## config.mk

```make
export PLATFORM = sky130hd
export DESIGN_NAME = bullet_engine
export DESIGN_NICKNAME = d
export VERILOG_FILES = /design/src/rtl/tank_pkg.sv /design/src/rtl/slot_alloc.sv /design/src/rtl/bullet_engine.sv
export SDC_FILE = /design/constraint.sdc
export NUM_CORES = 2
export LEC_CHECK = 0
export BUFFER_PORTS_ARGS = -buffer_cell sky130_fd_sc_hd__buf_2
export CAP_MARGIN = 5
export CORE_ASPECT_RATIO = 0.9
export CORE_MARGIN = 4
export CORE_UTILIZATION = 45
export CTS_BUF_LIST = sky130_fd_sc_hd__clkbuf_16
export DETAILED_ROUTE_END_ITERATION = 8
export PLACE_DENSITY = 0.57
export SLEW_MARGIN = 15
export SYNTH_ARGS = -nofsm -noshare
export SYNTH_HDL_FRONTEND = slang
export SYNTH_SLANG_ARGS = --single-unit
export TNS_END_PERCENT = 10
```

## constraint.sdc

```tcl
create_clock -name clk_100mhz -period 22.9 [get_ports clk_100mhz]
set_input_delay 0 -clock clk_100mhz [delete_from_list [all_inputs] [get_ports clk_100mhz]]
set_output_delay 0 -clock clk_100mhz [all_outputs]
set_load 0.01 [all_outputs]
```

## src/rtl/tank_pkg.sv

```systemverilog
// Shared encodings for the tank game: bullet directions, playfield cell
// categories and the bullet sweep state machine.
package tank_pkg;

    typedef enum logic [2:0] {
        DIR_LEFT  = 3'd0,
        DIR_RIGHT = 3'd1,
        DIR_UP    = 3'd2,
        DIR_DOWN  = 3'd3
    } dir_e;

    typedef enum logic [1:0] {
        CAT_NONE   = 2'd0,
        CAT_WALL   = 2'd1,
        CAT_TANK   = 2'd2,
        CAT_BULLET = 2'd3
    } cat_e;

    typedef enum logic {
        ST_IDLE  = 1'b0,
        ST_SWEEP = 1'b1
    } state_e;

endpackage

```

## src/rtl/slot_alloc.sv

```systemverilog
// Lowest-index free slot finder over the bullet valid vector.
module slot_alloc #(
    parameter int N_SLOTS = 16,
    parameter int IW      = $clog2(N_SLOTS)
) (
    input  logic [N_SLOTS-1:0] valid,
    output logic [IW-1:0]      free_idx,
    output logic               any_free
);

    // Descending scan so the lowest free index is the last one written.
    always_comb begin
        free_idx = '0;
        any_free = 1'b0;
        for (int i = N_SLOTS - 1; i >= 0; i--) begin
            free_idx = valid[i] ? free_idx : IW'(i);
            any_free = any_free | ~valid[i];
        end
    end

endmodule

```

## src/rtl/bullet_engine.sv

```systemverilog
// Bullet slot table: fire arbitration and spawning, a one-slot-per-cycle
// movement sweep per tick, and a registered per-pixel bullet hit test.
module bullet_engine
    import tank_pkg::*;
#(
    parameter int N_SLOTS    = 16,
    parameter int N_SHOOTERS = 2,
    parameter int GRID_W     = 60,
    parameter int GRID_H     = 45,
    parameter int BLOCK_SIZE = 10,
    parameter int BORDER     = 10,
    parameter int CW         = 10
) (
    input  logic                     clk_100mhz,
    input  logic                     rst,
    input  logic [N_SHOOTERS-1:0]    fire,
    input  logic [N_SHOOTERS*CW-1:0] fire_x,
    input  logic [N_SHOOTERS*CW-1:0] fire_y,
    input  logic [N_SHOOTERS*3-1:0]  fire_dir,
    output logic [N_SHOOTERS-1:0]    fire_ack,
    input  logic                     tick,
    input  logic [CW-1:0]            pixel_x,
    input  logic [CW-1:0]            pixel_y,
    output logic                     pixel_bullet,
    output logic [7:0]               n_active,
    output logic                     busy,
    output logic                     tick_overrun
);

    localparam int IW = $clog2(N_SLOTS);
    localparam int SW = (N_SHOOTERS > 1) ? $clog2(N_SHOOTERS) : 1;
    localparam int PW = CW + 8;
    localparam logic [CW:0]    ONE_L    = (CW+1)'(1);
    localparam logic [CW:0]    GW_L     = (CW+1)'(GRID_W);
    localparam logic [CW:0]    GH_L     = (CW+1)'(GRID_H);
    localparam logic [IW-1:0]  LAST_PTR = IW'(N_SLOTS - 1);
    localparam logic [PW-1:0]  BS_L     = PW'(BLOCK_SIZE);
    localparam logic [PW-1:0]  BD_L     = PW'(BORDER);

    // Returns {in_grid, x, y}; the extra bit makes a step left/up from 0 wrap far out of range.
    function automatic logic [2*CW:0] step_cell(input logic [CW-1:0] cx,
                                                input logic [CW-1:0] cy,
                                                input logic [2:0]    d);
        logic [CW:0] wx;
        logic [CW:0] wy;
        wx = {1'b0, cx};
        wy = {1'b0, cy};
        case (d)
            DIR_LEFT:  wx = wx - ONE_L;
            DIR_RIGHT: wx = wx + ONE_L;
            DIR_UP:    wy = wy - ONE_L;
            DIR_DOWN:  wy = wy + ONE_L;
            default:   wx = {1'b0, cx};
        endcase
        return {(wx < GW_L) && (wy < GH_L), wx[CW-1:0], wy[CW-1:0]};
    endfunction

    logic [N_SLOTS-1:0] valid_r;
    logic [N_SLOTS-1:0] valid_nx_s;
    logic [CW-1:0]      x_r   [N_SLOTS];
    logic [CW-1:0]      y_r   [N_SLOTS];
    logic [2:0]         dir_r [N_SLOTS];
    state_e             state_r;
    state_e             state_nx_s;
    logic [IW-1:0]      ptr_r;
    logic [IW-1:0]      ptr_nx_s;
    logic               overrun_nx_s;
    logic               tick_overrun_r;
    logic               busy_r;
    logic               pixel_bullet_r;
    logic [7:0]         n_active_r;
    logic [7:0]         cnt_s;
    logic [IW-1:0]      free_idx_s;
    logic               any_free_s;
    logic [SW-1:0]      sel_s;
    logic               sel_valid_s;
    logic               accept_s;
    logic               alloc_en_s;
    logic [CW-1:0]      sel_x_s;
    logic [CW-1:0]      sel_y_s;
    logic [2:0]         sel_dir_s;
    logic [2*CW:0]      spawn_s;
    logic [2*CW:0]      swept_s;
    logic               sweep_move_s;
    logic               hit_s;

    slot_alloc #(.N_SLOTS(N_SLOTS), .IW(IW)) u_slot_alloc (
        .valid    (valid_r),
        .free_idx (free_idx_s),
        .any_free (any_free_s)
    );

    // Fixed-priority fire arbitration and spawn cell computation.
    always_comb begin
        sel_s       = '0;
        sel_valid_s = 1'b0;
        for (int i = N_SHOOTERS - 1; i >= 0; i--) begin
            sel_s       = fire[i] ? SW'(i) : sel_s;
            sel_valid_s = sel_valid_s | fire[i];
        end
        sel_x_s    = fire_x[int'(sel_s)*CW +: CW];
        sel_y_s    = fire_y[int'(sel_s)*CW +: CW];
        sel_dir_s  = fire_dir[int'(sel_s)*3 +: 3];
        spawn_s    = step_cell(sel_x_s, sel_y_s, sel_dir_s);
        accept_s   = sel_valid_s & any_free_s & ~rst;
        alloc_en_s = accept_s & spawn_s[2*CW];
        for (int i = 0; i < N_SHOOTERS; i++) begin
            fire_ack[i] = accept_s & (sel_s == SW'(i));
        end
    end

    // Sweep step for the slot under ptr and the resulting valid vector and count.
    always_comb begin
        sweep_move_s = (state_r == ST_SWEEP) & valid_r[ptr_r];
        swept_s      = step_cell(x_r[ptr_r], y_r[ptr_r], dir_r[ptr_r]);
        valid_nx_s   = valid_r;
        if (sweep_move_s && !swept_s[2*CW]) begin
            valid_nx_s[ptr_r] = 1'b0;
        end else begin
            valid_nx_s[ptr_r] = valid_r[ptr_r];
        end
        if (alloc_en_s) begin
            valid_nx_s[free_idx_s] = 1'b1;
        end else begin
            valid_nx_s[free_idx_s] = valid_nx_s[free_idx_s];
        end
        cnt_s = 8'd0;
        for (int i = 0; i < N_SLOTS; i++) begin
            cnt_s = cnt_s + {7'd0, valid_nx_s[i]};
        end
    end

    // Sweep FSM next-state logic.
    always_comb begin
        state_nx_s   = state_r;
        ptr_nx_s     = ptr_r;
        overrun_nx_s = 1'b0;
        case (state_r)
            ST_IDLE: begin
                if (tick) begin
                    state_nx_s = ST_SWEEP;
                    ptr_nx_s   = '0;
                end else begin
                    state_nx_s = ST_IDLE;
                end
            end
            ST_SWEEP: begin
                overrun_nx_s = tick;
                if (ptr_r == LAST_PTR) begin
                    state_nx_s = ST_IDLE;
                    ptr_nx_s   = '0;
                end else begin
                    ptr_nx_s   = ptr_r + {{(IW-1){1'b0}}, 1'b1};
                end
            end
            default: begin
                state_nx_s = ST_IDLE;
                ptr_nx_s   = '0;
            end
        endcase
    end

    // Pixel-in-bullet test against every valid slot.
    always_comb begin
        hit_s = 1'b0;
        for (int i = 0; i < N_SLOTS; i++) begin
            hit_s = hit_s | (valid_r[i]
                & (PW'(pixel_x) >= PW'(x_r[i]) * BS_L + BD_L)
                & (PW'(pixel_x) <  PW'(x_r[i]) * BS_L + BD_L + BS_L)
                & (PW'(pixel_y) >= PW'(y_r[i]) * BS_L + BD_L)
                & (PW'(pixel_y) <  PW'(y_r[i]) * BS_L + BD_L + BS_L));
        end
    end

    // Control state and registered outputs.
    always_ff @(posedge clk_100mhz) begin
        if (rst) begin
            valid_r        <= '0;
            state_r        <= ST_IDLE;
            ptr_r          <= '0;
            busy_r         <= 1'b0;
            tick_overrun_r <= 1'b0;
            n_active_r     <= 8'd0;
            pixel_bullet_r <= 1'b0;
        end else begin
            valid_r        <= valid_nx_s;
            state_r        <= state_nx_s;
            ptr_r          <= ptr_nx_s;
            busy_r         <= (state_nx_s == ST_SWEEP);
            tick_overrun_r <= overrun_nx_s;
            n_active_r     <= cnt_s;
            pixel_bullet_r <= hit_s;
        end
    end

    // Slot payload; the allocator only targets invalid slots and the sweep only valid ones.
    always_ff @(posedge clk_100mhz) begin
        if (sweep_move_s && swept_s[2*CW]) begin
            x_r[ptr_r] <= swept_s[2*CW-1:CW];
            y_r[ptr_r] <= swept_s[CW-1:0];
        end
        if (alloc_en_s) begin
            x_r[free_idx_s]   <= spawn_s[2*CW-1:CW];
            y_r[free_idx_s]   <= spawn_s[CW-1:0];
            dir_r[free_idx_s] <= sel_dir_s;
        end
    end

    assign pixel_bullet = pixel_bullet_r;
    assign n_active     = n_active_r;
    assign busy         = busy_r;
    assign tick_overrun = tick_overrun_r;

endmodule

```

==> out/qor.yml <==
timing:
  hold_viol: 0
  max_freq_ghz: 0.0887
  rsz0062_at_grt: "no"
  skew_ps: 35.4
  relSlewSlack: 0.172
  slew_violations: 0
  tns_ps: 0
  fin_crit_sh: 0.492
  fin_hold_ws_ps: 38.0
  fin_crit_ps: 11270
  setup_viol: 0
  tightestPinTransition_ps: 1240
clock_network:
  insertion_delay_ps: 620
  clock-root-buffer: "clkbuf_16"
  path_clk_slew_ps: 60
  clock_sinks: 400
  cts_buffers: 47
  clock_path_buffers: 3
  cts_tree: "yes"
  htreeDepth: 2
  ctsResizeCount: 0
drt:
  wl_um: 191000
  vias_per_cell: 5.82
  remaining_drc_errors: 0
  drt_iter0_drc: 3961
  ant_nets: 0
  routedWlPerCell_um: 23.8
  vias: 46700
  dr.pass1.iters: 5
die:
  start_util: 0.454
  core_um2: 125000
  die_height_um: 346
  rows: 123
  io_pins: 84
  fp.dieW_um: 383
  die_area_um2: 132000
logic_synthesis:
  synth.largest_area_cell: "ha_1"
  ys_top_cells_by_area: "ha_1, edfxtp_1, xnor2_1"
  synth_top_area_frac: 0.263
  yosysSeqAreaShare: 0.205
  ys_ff_latch: 400
  async_flop_share: 0
  synthDistinctLibCells: 99
  syn-cell-area_um2: 57000
  ys_warn_count: 0
  synth_edf_count: 368
  ys.flop_type: "edfxtp_1"
  syn-mean-instance-area_um2: 9.13
  synthCells: 6242
cells_and_area:
  area_growth_pct: 7.37
  num-fill-cells: 11900
  final_layout_size_suffix_gt1_frac: 0.0684
  finalNetCount: 7607
setup_path:
  worstPathArrival_ps: 11790
  path_class: "reg -> reg"
  crit_buf_inv: 6
  end_kind: "flop"
  ff2ff_path_depth: 33
  cp.depth: 33
  cp-endpoint: "n_active[4]"
  r2r_slack_ps: 11630
  max_stage_delay_ps: 700
  cp_common_cell: "fa_1"
  cp-start-kind: "flop"
  crit_fanout: 38
  rr_endpoint: "n_active[4]"
  crit_family: "compound AO/OA/AOI/OAI gates"
  critPathRequiredTime_ps: 23420
  slowest_stage: "o31a_1"
power_and_ir_drop:
  cellPowerDensity_nw_per_um2: 33.8
  p_leak_nw: 26.6
  ir_drop_mv: 0.0530
  power_mw: 2.07
placement:
  gp_congestion: 0.964
  port_buffers: 80
  dp.final_hpwl_um: 152000
global_routing:
  grt_pass1_vias: 44200
  grt.total_usage: 0.282
  overflow: 0
  grt_first_pass_wirelength_um: 284000
  antenna_found_initial: 12
  grt_max_degree: 43
worst_hold_path:
  hold_path.class: "in -> reg"
run_status:
  outcome: "finished, final reports clean"
job:
  cap_violations: 0
## Yosys cell counts (93+ instances only)
library cell and number:
o21ai_0 333, xor2_1 228, a21oi_1 580, a21o_1 191, nand3_1 137, o21a_1 137
nor2_1 525, ha_1 1196, xnor2_1 489, inv_1 483, nor2b_1 150, edfxtp_1 368
mux4_2 101, nand2_1 172, nand2b_1 139, clkbuf_1 93
## state kept, by name, summed over array words and instances (netlist names), named ones only
signal	count
ptr_r	4
tick_overrun	1
valid_r	16
x_r	160
n_active	5
busy	1
pixel_bullet	1
y_r	160
dir_r	48
## how the worst min path moves through the flow
stage	cells past startpoint	from	slack, ps	end
global placement	2	tick	340	tick_overrun
detailed placement	2	tick	340	tick_overrun
global route	4	fire_x[1]	70	x_r[3][1]
finish	4	fire_x[11]	40	x_r[0][1]
floorplan	1	fire[0]	140	fire_ack[0]
CTS	4	fire_x[11]	20	x_r[3][1]
## routing by layer
layer / part of all wire / wire length (um) / track usage
met3: 0.081 / 15600 / 0.0482
met5: 0.000068 / 13 / 0
met4: 0.034 / 6580 / 0.0817
met1: 0.46 / 87100 / 0.405
met2: 0.43 / 81800 / 0.434
## worst register-to-register path, delay by kind of cell, from the launching register on
| family | cells | cell delay, ps |
|---|---|---|
| buffers and inverters | 6 | 1140 |
| adder cells (fa/ha/maj) | 7 | 3080 |
| multiplexers | 1 | 680 |
| AO/OA/AOI/OAI | 12 | 3440 |
| AND/OR/NAND/NOR | 7 | 2180 |
| flip-flops | 1 | 660 |
## per-stage QoR
step                      cell area (um2)  utilization  std cells  setup slack (ps)
after detailed placement            59600        0.475       7930             11720
after CTS                           61200        0.488       8019             11650
after global routing                61200        0.488       8020             10870
final                               61200        0.488       8022             11630
after global placement              59600        0.475       7930             11830
after floorplan                     57000            -       6244             14030
## report_power, final
group	internal, mW	switching (mW)	total, mW
Clock	0.447	0.339	0.786
Combinational	0.167	0.299	0.465
Sequential	0.812	0.00674	0.819
Total	1.43	0.644	2.07
## layout by cell type (no fill, tap or decap), types with 25 or more instances in the layout
cell type / count
o21a_1: 137
nor3_1: 91
inv_1: 491
nand2b_1: 139
ha_1: 1196
mux4_2: 101
a21oi_1: 576
edfxtp_1: 368
o21ai_0: 332
o21bai_1: 54
or3_1: 31
clkbuf_16: 47
fa_1: 45
nor2_1: 525
buf_4: 76
nand3b_1: 38
a21o_1: 191
and3_1: 55
xor2_1: 227
mux2i_1: 70
a31oi_1: 27
nand3_1: 137
nand2_1: 172
nor3b_1: 58
buf_2: 80
xnor2_1: 487
nand4_1: 25
a21boi_0: 33
nor2b_1: 150
dfxtp_1: 28
## kinds of logic (layout without fill, tap and decap cells)
logic type      count (synthesis)  count (layout)  synth area share
compound gates               1507            1507             0.161
simple gates                 1526            1526             0.137
buf+inv                       641             730            0.0465
other cells                     1               5         0.0000658
flops                         400             400             0.205
fa+ha+maj                    1244            1244             0.279
mux                           206             206            0.0614
xor+xnor                      717             717             0.110
## final cells by class
class / count / area (um2) / area share
flip-flops and latches: 400 / 11700 / 0.191
clock buffers: 47 / 1180 / 0.0192
clock inverters: 40 / 400 / 0.00654
repair buffers: 159 / 1010 / 0.0164
diodes: 2 / 5.00 / 0.0000818
multi-input cells: 5203 / 43000 / 0.702
inverters: 484 / 1820 / 0.0297
well taps: 1687 / 2110 / 0.0345
## repair_timing
| item | 4_1_cts | 5_1_grt |
|---|---|---|
| endpoints found under the hold margin | 11 | 0 |
| hold buffers | 2 | 0 |
| setup buffers | 0 | 0 |
No activity file was read; power rests on OpenSTA's default activity.
